[src/rtl/msi_bus_arbiter_if.sv]
// Bundle of request, snoop broadcast, memory and completion signals around the MSI bus arbiter.
// The arbiter side uses the master modport; the cores and the memory use slave.
interface msi_bus_arbiter_if #(
    parameter int unsigned NUM_CORES = 4,
    parameter int unsigned ADDR_W    = 9,
    parameter int unsigned DATA_W    = 32,
    parameter int unsigned IDX_W     = 2
) ();
    logic [NUM_CORES-1:0]        req;
    logic [2*NUM_CORES-1:0]      req_op;
    logic [ADDR_W*NUM_CORES-1:0] req_addr;
    logic [DATA_W*NUM_CORES-1:0] req_wdata;
    logic [NUM_CORES-1:0]        gnt;
    logic                        bus_valid;
    logic [1:0]                  bus_op;
    logic [ADDR_W-1:0]           bus_addr;
    logic [IDX_W-1:0]            bus_src;
    logic [NUM_CORES-1:0]        snoop_ack;
    logic [NUM_CORES-1:0]        snoop_flush;
    logic [DATA_W*NUM_CORES-1:0] snoop_data;
    logic                        mem_req;
    logic                        mem_we;
    logic [ADDR_W-1:0]           mem_addr;
    logic [DATA_W-1:0]           mem_wdata;
    logic [DATA_W-1:0]           mem_rdata;
    logic                        mem_ready;
    logic [NUM_CORES-1:0]        done;
    logic [DATA_W-1:0]           resp_data;

    modport master (
        input  req, req_op, req_addr, req_wdata,
        input  snoop_ack, snoop_flush, snoop_data,
        input  mem_rdata, mem_ready,
        output gnt, bus_valid, bus_op, bus_addr, bus_src,
        output mem_req, mem_we, mem_addr, mem_wdata,
        output done, resp_data
    );

    modport slave (
        output req, req_op, req_addr, req_wdata,
        output snoop_ack, snoop_flush, snoop_data,
        output mem_rdata, mem_ready,
        input  gnt, bus_valid, bus_op, bus_addr, bus_src,
        input  mem_req, mem_we, mem_addr, mem_wdata,
        input  done, resp_data
    );
endinterface

[src/rtl/msi_bus_arbiter.sv]
// Round-robin arbiter and sequencer for the shared MSI snooping bus: grant, snoop broadcast,
// optional memory access, then a one-cycle done pulse with the line data.
module msi_bus_arbiter #(
    parameter int unsigned NUM_CORES = 4,
    parameter int unsigned ADDR_W    = 9,
    parameter int unsigned DATA_W    = 32,
    parameter int unsigned IDX_W     = 2
) (
    input logic              clk,
    input logic              resetn,
    msi_bus_arbiter_if.master bus
);

    localparam logic [1:0] OpBusRd   = 2'b00;
    localparam logic [1:0] OpBusRdX  = 2'b01;
    localparam logic [1:0] OpBusUpgr = 2'b10;
    localparam logic [1:0] OpFlush   = 2'b11;

    typedef enum logic [1:0] {StIdle, StSnoop, StMem, StDone} state_e;

    state_e               state_q;
    logic [NUM_CORES-1:0] gnt_q;
    logic                 bus_valid_q;
    logic [1:0]           bus_op_q;
    logic [ADDR_W-1:0]    bus_addr_q;
    logic [IDX_W-1:0]     bus_src_q;
    logic                 mem_req_q;
    logic                 mem_we_q;
    logic [ADDR_W-1:0]    mem_addr_q;
    logic [DATA_W-1:0]    mem_wdata_q;
    logic [NUM_CORES-1:0] done_q;
    logic [DATA_W-1:0]    resp_data_q;
    logic [NUM_CORES-1:0] ack_q;
    logic [NUM_CORES-1:0] flush_q;
    logic [DATA_W-1:0]    flush_data_q;
    logic [IDX_W-1:0]     last_winner_q;

    logic                 win_found;
    logic [IDX_W-1:0]     win_idx;
    logic [NUM_CORES-1:0] win_onehot;
    logic [1:0]           win_op;
    logic [ADDR_W-1:0]    win_addr;
    logic [DATA_W-1:0]    win_wdata;

    logic [NUM_CORES-1:0] own_mask;
    logic [NUM_CORES-1:0] ack_new;
    logic [NUM_CORES-1:0] flush_new;
    logic                 all_acked;
    logic                 flush_any;
    logic [DATA_W-1:0]    flush_data_d;

    // Search upward from the core after the last winner, wrapping around.
    always_comb begin
        win_found  = 1'b0;
        win_idx    = '0;
        win_onehot = '0;
        win_op     = '0;
        win_addr   = '0;
        win_wdata  = '0;
        for (int unsigned k = 1; k <= NUM_CORES; k++) begin
            int unsigned idx;
            idx = (32'(last_winner_q) + k) % NUM_CORES;
            if (!win_found && bus.req[idx]) begin
                win_found       = 1'b1;
                win_idx         = IDX_W'(idx);
                win_onehot      = '0;
                win_onehot[idx] = 1'b1;
                win_op          = bus.req_op[2*idx +: 2];
                win_addr        = bus.req_addr[ADDR_W*idx +: ADDR_W];
                win_wdata       = bus.req_wdata[DATA_W*idx +: DATA_W];
            end
        end
    end

    always_comb begin
        own_mask  = {{(NUM_CORES-1){1'b0}}, 1'b1} << bus_src_q;
        ack_new   = bus.snoop_ack & ~own_mask;
        flush_new = bus.snoop_ack & bus.snoop_flush & ~own_mask;
        all_acked = &(ack_q | ack_new | own_mask);
        flush_any = |(flush_q | flush_new);
    end

    // Lowest-index flusher wins; its data is taken only on the cycle its ack first arrives.
    always_comb begin
        logic found;
        found        = 1'b0;
        flush_data_d = flush_data_q;
        for (int unsigned i = 0; i < NUM_CORES; i++) begin
            if (!found && (flush_q[i] || flush_new[i])) begin
                found = 1'b1;
                if (flush_new[i] && !flush_q[i]) begin
                    flush_data_d = bus.snoop_data[DATA_W*i +: DATA_W];
                end
            end
        end
    end

    always_ff @(posedge clk) begin
        if (!resetn) begin
            state_q       <= StIdle;
            gnt_q         <= '0;
            bus_valid_q   <= 1'b0;
            bus_op_q      <= '0;
            bus_addr_q    <= '0;
            bus_src_q     <= '0;
            mem_req_q     <= 1'b0;
            mem_we_q      <= 1'b0;
            mem_addr_q    <= '0;
            mem_wdata_q   <= '0;
            done_q        <= '0;
            resp_data_q   <= '0;
            ack_q         <= '0;
            flush_q       <= '0;
            flush_data_q  <= '0;
            last_winner_q <= IDX_W'(NUM_CORES - 1);
        end else begin
            done_q <= '0;
            unique case (state_q)
                StIdle: begin
                    if (win_found) begin
                        gnt_q        <= win_onehot;
                        bus_src_q    <= win_idx;
                        bus_op_q     <= win_op;
                        bus_addr_q   <= win_addr;
                        ack_q        <= '0;
                        flush_q      <= '0;
                        flush_data_q <= '0;
                        resp_data_q  <= '0;
                        if (win_op == OpFlush) begin
                            mem_req_q   <= 1'b1;
                            mem_we_q    <= 1'b1;
                            mem_addr_q  <= win_addr;
                            mem_wdata_q <= win_wdata;
                            state_q     <= StMem;
                        end else begin
                            bus_valid_q <= 1'b1;
                            state_q     <= StSnoop;
                        end
                    end
                end
                StSnoop: begin
                    ack_q        <= ack_q | ack_new;
                    flush_q      <= flush_q | flush_new;
                    flush_data_q <= flush_data_d;
                    if (all_acked) begin
                        bus_valid_q <= 1'b0;
                        if (bus_op_q == OpBusUpgr) begin
                            done_q  <= own_mask;
                            state_q <= StDone;
                        end else if (flush_any && bus_op_q == OpBusRdX) begin
                            resp_data_q <= flush_data_d;
                            done_q      <= own_mask;
                            state_q     <= StDone;
                        end else if (flush_any) begin
                            // M->S on BusRd: the owner's data also updates memory.
                            resp_data_q <= flush_data_d;
                            mem_req_q   <= 1'b1;
                            mem_we_q    <= 1'b1;
                            mem_addr_q  <= bus_addr_q;
                            mem_wdata_q <= flush_data_d;
                            state_q     <= StMem;
                        end else begin
                            mem_req_q  <= 1'b1;
                            mem_we_q   <= 1'b0;
                            mem_addr_q <= bus_addr_q;
                            state_q    <= StMem;
                        end
                    end
                end
                StMem: begin
                    if (bus.mem_ready) begin
                        mem_req_q <= 1'b0;
                        mem_we_q  <= 1'b0;
                        if (!mem_we_q) begin
                            resp_data_q <= bus.mem_rdata;
                        end
                        done_q  <= own_mask;
                        state_q <= StDone;
                    end
                end
                StDone: begin
                    gnt_q         <= '0;
                    last_winner_q <= bus_src_q;
                    state_q       <= StIdle;
                end
                default: state_q <= StIdle;
            endcase
        end
    end

    assign bus.gnt       = gnt_q;
    assign bus.bus_valid = bus_valid_q;
    assign bus.bus_op    = bus_op_q;
    assign bus.bus_addr  = bus_addr_q;
    assign bus.bus_src   = bus_src_q;
    assign bus.mem_req   = mem_req_q;
    assign bus.mem_we    = mem_we_q;
    assign bus.mem_addr  = mem_addr_q;
    assign bus.mem_wdata = mem_wdata_q;
    assign bus.done      = done_q;
    assign bus.resp_data = resp_data_q;

endmodule

[src/flat_wrapper.sv]
// flat-port wrapper written by rule: the top's interface ports become plain ports
module msi_bus_arbiter_flat 
#(
    parameter int unsigned NUM_CORES = 4,
    parameter int unsigned ADDR_W    = 9,
    parameter int unsigned DATA_W    = 32,
    parameter int unsigned IDX_W     = 2
)
  (clk, resetn, bus_req, bus_req_op, bus_req_addr, bus_req_wdata, bus_snoop_ack, bus_snoop_flush, bus_snoop_data, bus_mem_rdata, bus_mem_ready, bus_gnt, bus_bus_valid, bus_bus_op, bus_bus_addr, bus_bus_src, bus_mem_req, bus_mem_we, bus_mem_addr, bus_mem_wdata, bus_done, bus_resp_data);
  msi_bus_arbiter_if #(.NUM_CORES(NUM_CORES), .ADDR_W(ADDR_W), .DATA_W(DATA_W), .IDX_W(IDX_W)) bus_i ();
  input logic clk;
  input logic resetn;
  input wire logic [$bits(bus_i.req)-1:0] bus_req;
  input wire logic [$bits(bus_i.req_op)-1:0] bus_req_op;
  input wire logic [$bits(bus_i.req_addr)-1:0] bus_req_addr;
  input wire logic [$bits(bus_i.req_wdata)-1:0] bus_req_wdata;
  input wire logic [$bits(bus_i.snoop_ack)-1:0] bus_snoop_ack;
  input wire logic [$bits(bus_i.snoop_flush)-1:0] bus_snoop_flush;
  input wire logic [$bits(bus_i.snoop_data)-1:0] bus_snoop_data;
  input wire logic [$bits(bus_i.mem_rdata)-1:0] bus_mem_rdata;
  input wire logic [$bits(bus_i.mem_ready)-1:0] bus_mem_ready;
  output wire logic [$bits(bus_i.gnt)-1:0] bus_gnt;
  output wire logic [$bits(bus_i.bus_valid)-1:0] bus_bus_valid;
  output wire logic [$bits(bus_i.bus_op)-1:0] bus_bus_op;
  output wire logic [$bits(bus_i.bus_addr)-1:0] bus_bus_addr;
  output wire logic [$bits(bus_i.bus_src)-1:0] bus_bus_src;
  output wire logic [$bits(bus_i.mem_req)-1:0] bus_mem_req;
  output wire logic [$bits(bus_i.mem_we)-1:0] bus_mem_we;
  output wire logic [$bits(bus_i.mem_addr)-1:0] bus_mem_addr;
  output wire logic [$bits(bus_i.mem_wdata)-1:0] bus_mem_wdata;
  output wire logic [$bits(bus_i.done)-1:0] bus_done;
  output wire logic [$bits(bus_i.resp_data)-1:0] bus_resp_data;
  assign bus_i.req = bus_req;
  assign bus_i.req_op = bus_req_op;
  assign bus_i.req_addr = bus_req_addr;
  assign bus_i.req_wdata = bus_req_wdata;
  assign bus_i.snoop_ack = bus_snoop_ack;
  assign bus_i.snoop_flush = bus_snoop_flush;
  assign bus_i.snoop_data = bus_snoop_data;
  assign bus_i.mem_rdata = bus_mem_rdata;
  assign bus_i.mem_ready = bus_mem_ready;
  assign bus_gnt = bus_i.gnt;
  assign bus_bus_valid = bus_i.bus_valid;
  assign bus_bus_op = bus_i.bus_op;
  assign bus_bus_addr = bus_i.bus_addr;
  assign bus_bus_src = bus_i.bus_src;
  assign bus_mem_req = bus_i.mem_req;
  assign bus_mem_we = bus_i.mem_we;
  assign bus_mem_addr = bus_i.mem_addr;
  assign bus_mem_wdata = bus_i.mem_wdata;
  assign bus_done = bus_i.done;
  assign bus_resp_data = bus_i.resp_data;
  msi_bus_arbiter #(.NUM_CORES(NUM_CORES), .ADDR_W(ADDR_W), .DATA_W(DATA_W), .IDX_W(IDX_W)) u_core (.clk(clk), .resetn(resetn), .bus(bus_i));
endmodule
[config.mk]
export PLATFORM = sky130hd
export DESIGN_NAME = msi_bus_arbiter_flat
export DESIGN_NICKNAME = d
export VERILOG_FILES = /design/src/rtl/msi_bus_arbiter_if.sv /design/src/rtl/msi_bus_arbiter.sv /design/src/flat_wrapper.sv
export SDC_FILE = /design/constraint.sdc
export NUM_CORES = 1
export LEC_CHECK = 0
export ABC_AREA = 0
export BUFFER_PORTS_ARGS = -buffer_cell sky130_fd_sc_hd__buf_2
export CORE_ASPECT_RATIO = 0.7
export CORE_MARGIN = 10
export CORE_UTILIZATION = 40
export CTS_CLUSTER_SIZE = 8
export DETAILED_ROUTE_END_ITERATION = 8
export HOLD_SLACK_MARGIN = 0.03
export PLACE_DENSITY_LB_ADDON = 0.2
export SYNTH_ARGS = -nofsm -noshare
export SYNTH_HDL_FRONTEND = slang
export SYNTH_SLANG_ARGS = --single-unit
[constraint.sdc]
create_clock -name clk -period 5.8 [get_ports clk]
set_input_delay 0.29 -clock clk [delete_from_list [all_inputs] [get_ports clk]]
set_output_delay 0.29 -clock clk [all_outputs]
set_load 0.02 [all_outputs]
==> impl_metrics.yaml, run 1 <==
clock_tree:
  numCtsBuffers: 17
  clock-root-buffer: "clkbuf_16"
  cts_sinks: 141
  clockBufferDepth: 2
  cts_resized: 0
  path_clk_slew_ps: 70
  clock_latency_ps: 430
  cts_tree: "done"
  cts.htree.levels: 4
  holdBufCountCts: 0
  cts_setup_buffers: 0
drt:
  drt_iter0_markers: 1686
  routed_wl_mm: 56.2
  first_pass_iters: 6
  avgRoutedWirePerCell_um: 24.5
  ant_nets: 0
  viasPerCell: 6.24
  vias: 14326
  route.detailed.drc: 0
floorplanning:
  start_util_pct: 41.1
  dieArea_um2: 40000
  die_w_um: 235
  die_h_um: 170
  rows: 54
  io_pins: 444
  core_area_um2: 31500
logic_synthesis:
  synth_fp_nets: 1890
  async_reset_ff_share_pct: 0
  yosysSeqAreaShare_pct: 21.8
  yosysUniqueCellTypes: 63
  avgSynthCellArea_um2: 8.44
  netlist_instances: 1531
  yosys_warnings: 0
  synth_edf_count: 0
  syn_area_um2: 12900
  synthFlopType: "dfxtp_1"
  synth_seq_cells: 141
hold_path:
  hold_path_class: "input pin to flop"
final_layout:
  final_common_cell: "buf_2"
  final_cells: 2295
  final_nets: 2213
  drive_above_1_share_pct: 39.1
  fillers: 3043
  final_cell_mix: "443 x buf_2, 213 x nand2_1, 167 x a21oi_1, 139 x dfxtp_1, 138 x nor2_1"
  syn_to_final_growth_pct: 22.4
setup_path:
  crit_type: "flop to flop"
  crit_fanout: 69
  worstPathCellList: "buf_4, mux4_2, nor4_4, nand2_1, a21boi_2, and3_2, buf_4, nor2_1, a211oi_2"
  arrival_ps: 4480
  slowest_stage: "mux4_2"
  crit_top_cell: "buf_4"
  cpPeakStageDelay_ps: 920
  worstSetupStartpointType: "flop"
  cp-end-kind: "flop"
  worstPathRequired_ps: 6070
place:
  io_buffer_count: 443
  dpl_worst_slack_ps: 1580
  gp_congestion: 0.897
  hpwl_mm: 41.9
  dp_cells: 2255
run_status:
  status: "complete, no violations"
timing:
  worst_slack_ps: 1590
  max_freq_mhz: 237
  fin_setup_tns_ps: 0
  setup_viol: 0
  rsz0062_at_grt: "false"
  relSlewSlack_pct: 15.0
  holdWs_ps: 147
  worstMarginPinSlew_ps: 1270
  finalHoldViolations: 0
  timing.final.crit_period_ps: 4210
  clock_skew_ps: 14.1
  fin_crit_sh_pct: 72.6
  slew_viol_final: 0
power_and_ir_drop:
  power_uw: 6810
  leakage_uw: 0.00657
  p_per_area_nw_per_um2: 430
  peakVddDrop_mv: 0.286
grt:
  grt_util_met1_pct: 36.3
  grt_pass1_wl_mm: 82.9
  antenna_found_initial: 11
  grt_overflow_total: 0
  grtUsageTotal_pct: 26.0
  use_met3_pct: 6.71
  use_met2_pct: 39.5
  grt-busiest-layer: "met2"
  grt_max_degree: 70
  first_global_vias: 13507
flow_run:
  cap_violations: 0
[final timing paths]
| path | from | to | slack (ps) | depth (start not counted) |
|---|---|---|---|---|
| setup / recovery | u_core.last_winner_q[0] | u_core.bus.mem_wdata[19] | 1590 | 9 |
| hold / removal | bus_snoop_ack[2] | u_core.ack_q[2] | 150 | 3 |
| setup reg to reg | u_core.last_winner_q[0] | u_core.bus.mem_wdata[19] | 1590 | 9 |
| hold reg to reg | u_core.bus.resp_data[12] | u_core.bus.resp_data[12] | 450 | 2 |
[cells in the mapped netlist, drive strengths merged, types with 2 or more instances]
library cell,n,area share [%]
a32oi,5,0.34
nand2,214,6.2
or2,3,0.15
ha,12,1.2
nand2b,3,0.15
nor2,140,4.1
nand3,3,0.15
o21ai,100,3.9
nor4,2,0.26
a31oi,4,0.19
and2,34,1.6
o22ai,33,1.6
mux2,44,3.8
a21o,9,0.52
a22oi,16,0.93
o2bb2ai,34,2.3
inv,10,0.29
and3,12,0.58
a21oi,168,6.5
o211ai,13,0.75
clkbuf,94,2.7
nor3,33,1.3
a211oi,101,8.2
o31ai,4,0.34
o211a,2,0.15
mux2i,46,3.6
o221a,32,2.8
nor2b,3,0.15
a221oi,32,2.2
dfxtp,141,22
mux4,96,17
buf,71,3.1
nand3b,2,0.12
[metal layers]
metal  share of wire, %  wire length (um)  vias up
met4                1.6               896        6
li1                   -                 -     6492
met3                 10              5800       50
met5              0.073                41        -
met2                 44             24900      765
met1                 44             24500     7013
[worst max-delay path: cells and delay by family (launching register included)]
family | cells | cell delay, ps
AO/OA/AOI/OAI | 2 | 260
buffers and inverters | 2 | 1190
flip-flops | 1 | 480
multiplexers | 1 | 920
AND/OR/NAND/NOR | 4 | 1130
[report_power, final]
part           switching (uW)  total, uW  internal, uW
clock                     507       1200           696
sequential                198       1400          1200
combinational            2680       4210          1530
total                    3380       6810          3430
[through the flow]
stage	cell area, um^2	utilization (%)
after floorplan	12900	-
after global placement	15200	48.2
after detailed placement	15200	48.2
after CTS	15800	50.2
after global routing	15800	50.2
final	15800	50.2
[state kept, by name (all words and copies together) (netlist names)]
name                  cells
u_core.flush_q            4
u_core.bus.mem_wdata     32
u_core.bus.bus_src        2
u_core.bus.done           4
u_core.bus.bus_op         2
u_core.last_winner_q      2
u_core.ack_q              4
u_core.state_q            2
u_core.flush_data_q      32
u_core.bus.mem_we         1
u_core.bus.gnt            4
u_core.bus.mem_addr       9
u_core.bus.bus_valid      1
u_core.bus.resp_data     32
u_core.bus.mem_req        1
u_core.bus.bus_addr       9
[layout make-up]
type                    instances  area (um^2)  share of cell area, %
well taps                     420          526                   3.32
repair buffers                469         2410                   15.2
clock inverters                15          205                   1.30
flip-flops and latches        141         2830                   17.9
clock buffers                  17          425                   2.69
multi-input cells            1214         9360                   59.2
diodes                          8         20.0                  0.127
inverters                      11         45.0                  0.285
[cells by family after synthesis]
group | Yosys count | share of synthesized area, %
AO/OA/AOI/OAI | 564 | 31.5
adder cells (fa/ha/maj) | 12 | 1.16
buffers and inverters | 176 | 6.16
flip-flops | 141 | 21.8
multiplexers | 186 | 24.1
AND/OR/NAND/NOR | 452 | 15.2
Note: power is estimated with default switching activity, not from simulation.
==> run 2, diff against run 1 <==
- ABC_AREA: 0 -> 1
- clock period: 5.8 -> 3.5 ns (I/O delays scaled with it)
==> impl_metrics.yaml, run 2 <==
floorplanning:
  die_w_um: 232
  io_pins: 444
  start_util_pct: 40.5
  core_area_um2: 31100
  dieArea_um2: 39200
  die_h_um: 169
  rows: 54
timing:
  slew_viol_final: 0
  rsz0062_at_grt: "false"
  clock_skew_ps: 11.2
  fin_setup_tns_ps: 0
  fin_crit_sh_pct: 85.7
  finalHoldViolations: 0
  relSlewSlack_pct: 35.5
  holdWs_ps: 85.9
  timing.final.crit_period_ps: 3000
  max_freq_mhz: 333
  worst_slack_ps: 500
  worstMarginPinSlew_ps: 968
  setup_viol: 0
hold_path:
  hold_path_class: "input pin to flop"
  hold_path_startpoint: "bus_mem_rdata[16]"
  holdPathStages: 5
  hold-path-endpoint: "u_core.bus.resp_data[16]"
final_layout:
  design_area_um2: 15500
  syn_to_final_growth_pct: 22.8
  final_nets: 2988
  final_common_cell: "nand2_1"
  drive_above_1_share_pct: 20.6
  final_cell_mix: "717 x nand2_1, 443 x buf_2, 382 x o21ai_0, 240 x nor2_1, 185 x inv_1"
grt:
  antenna_found_initial: 5
  grt_pass1_wl_mm: 83.8
  grt_max_degree: 221
  grt_overflow_total: 0
  grtUsageTotal_pct: 26.3
  first_global_vias: 15288
logic_synthesis:
  syn_area_um2: 12600
  synth-compound-area-share_pct: 25.9
  synth_fp_nets: 2668
  synth_top_family_by_area: "simple AND/OR/NAND/NOR gates"
  synthTopCellsByArea: "dfxtp_1 22%, nand2_1 21%, o21ai_0 15%"
  yosysSeqAreaShare_pct: 22.4
  synthTopCellsByCount: "717 x nand2_1, 382 x o21ai_0, 242 x nor2_1"
  yosysTopAreaCell: "dfxtp_1"
  synth_edf_count: 0
  synth_top_area_share_pct: 22.4
  synthMuxAreaShare_pct: 0.793
  async_reset_ff_share_pct: 0
  avgSynthCellArea_um2: 5.47
  yosysUniqueCellTypes: 37
  synth_fa_ha_area_share_pct: 1.19
  synthFlopType: "dfxtp_1"
  yosys.area_share.simple_pct: 37.8
  netlist_instances: 2309
  synth_seq_cells: 141
  synth_most_common_cell: "nand2_1"
  yosys_warnings: 0
  synth_xor_area_share_pct: 0
clock_tree:
  cts_setup_buffers: 0
  numCtsBuffers: 17
  clock-root-buffer: "clkbuf_16"
  clock_latency_ps: 430
  cts.htree.levels: 4
  holdBufCountCts: 0
  cts_tree: "done"
  path_clk_slew_ps: 60
  cts_resized: 0
  cts_sinks: 141
  clockBufferDepth: 2
setup_path:
  path_delay_family: "simple AND/OR/NAND/NOR gates"
  cpPeakStageDelay_ps: 560
  r2r_start: "u_core.last_winner_q[0]"
  worstSetupStartpointType: "flop"
  crit_fanout: 66
  worstPathCellList: "inv_6, ha_2, clkinv_2, buf_4, nand3_1, nand2_1, nand2_1, nand2_1, nand2_1, nand3_2, nand3_1, nand2_2, nand4_4, buf_12, nand2_1, nand2_1, nor2_1"
  crit_type: "flop to flop"
  path_buf_inv: 4
  slowest_stage: "buf_4"
  arrival_ps: 3360
  rr_worst_depth: 17
  crit_top_cell: "nand2_1"
  r2r-end: "u_core.bus.mem_wdata[16]"
  worstPathRequired_ps: 3860
  r2r_slack_ps: 500
  cp-end-kind: "flop"
drt:
  route.detailed.drc: 0
  vias: 16362
  first_pass_iters: 5
  routed_wl_mm: 54.0
  drt_iter0_markers: 1657
  viasPerCell: 5.34
  avgRoutedWirePerCell_um: 17.6
  ant_nets: 0
place:
  placed_area_um2: 14900
  io_buffer_count: 443
  gp_congestion: 0.905
  dpl_worst_slack_ps: 558
  hpwl_mm: 40.6
power_and_ir_drop:
  power_uw: 11700
  leakage_uw: 0.00822
  peakVddDrop_mv: 0.498
  p_per_area_nw_per_um2: 753
flow_run:
  cap_violations: 0
run_status:
  status: "complete, no violations"
run 2: cell count changes after synthesis, moves of 63 or more:
cell / previous run / this run
inv_1: 10 / 187
mux4_2: 96 / 0
o21ai_0: 79 / 382
nand3_1: 2 / 151
nor2_1: 139 / 242
a21oi_1: 168 / 105
nand2_1: 213 / 717
run 2: how the worst max path moves through the flow:
stage / endpoint / slack (ps) / startpoint / depth (start not counted)
6_report: u_core.bus.mem_wdata[16] / 500 / u_core.last_winner_q[0] / 17
5_1_grt: u_core.bus.mem_wdata[19] / 200 / u_core.last_winner_q[1] / 15
4_1_cts: u_core.bus.mem_wdata[16] / 520 / u_core.last_winner_q[1] / 15
3_5_place_dp: u_core.bus.mem_wdata[16] / 560 / u_core.last_winner_q[1] / 15
3_3_place_gp: u_core.bus.mem_wdata[16] / 660 / u_core.last_winner_q[0] / 17
2_1_floorplan: u_core.bus.mem_wdata[10] / 370 / u_core.last_winner_q[1] / 21
run 2: per-stage QoR:
step,util (%),instances
6_report,49.8,3065
4_1_cts,49.7,3061
2_1_floorplan,-,2309
3_3_place_gp,47.8,3030
5_1_grt,49.8,3064
3_5_place_dp,47.8,3030
run 2: cell families (layout without fill, tap and decap cells):
kind of cell	Yosys count	in the layout
simple gates	1166	1166
compound gates	611	611
buf+inv	369	701
flops	141	141
fa+ha+maj	12	12
mux	10	10
other cells	0	4
run 2: routing by layer:
| layer | track usage (%) | part of all wire [%] | vias up |
|---|---|---|---|
| met3 | 5.16 | 8.6 | 89 |
| met1 | 33.3 | 41 | 7394 |
| met2 | 44.2 | 48 | 701 |
| met4 | 7.93 | 2.4 | 2 |
| li1 | - | - | 8176 |
| met5 | 0 | 0.013 | - |
run 2: cell type report:
class | count | area [um^2]
clock buffers | 24 | 482
flip-flops and latches | 141 | 2830
diodes | 4 | 10.0
repair buffers | 477 | 2500
clock inverters | 7 | 113
inverters | 193 | 731
multi-input cells | 1799 | 8310
well taps | 420 | 526
fillers | 3276 | 15600
run 2: power breakdown:
part	total, uW	leakage (uW)	switching, uW	internal (uW)
Sequential	2610	0.00115	404	2210
Clock	1880	0.000290	708	1170
Combinational	7180	0.00677	4920	2260
Total	11700	0.00822	6040	5630
run 2: worst reg2reg max path, delay by kind of cell, from the launching register on:
family,cells,cell delay [ps]
simple gates,12,1230
buf+inv,4,980
flops,1,370
fa+ha+maj,1,350
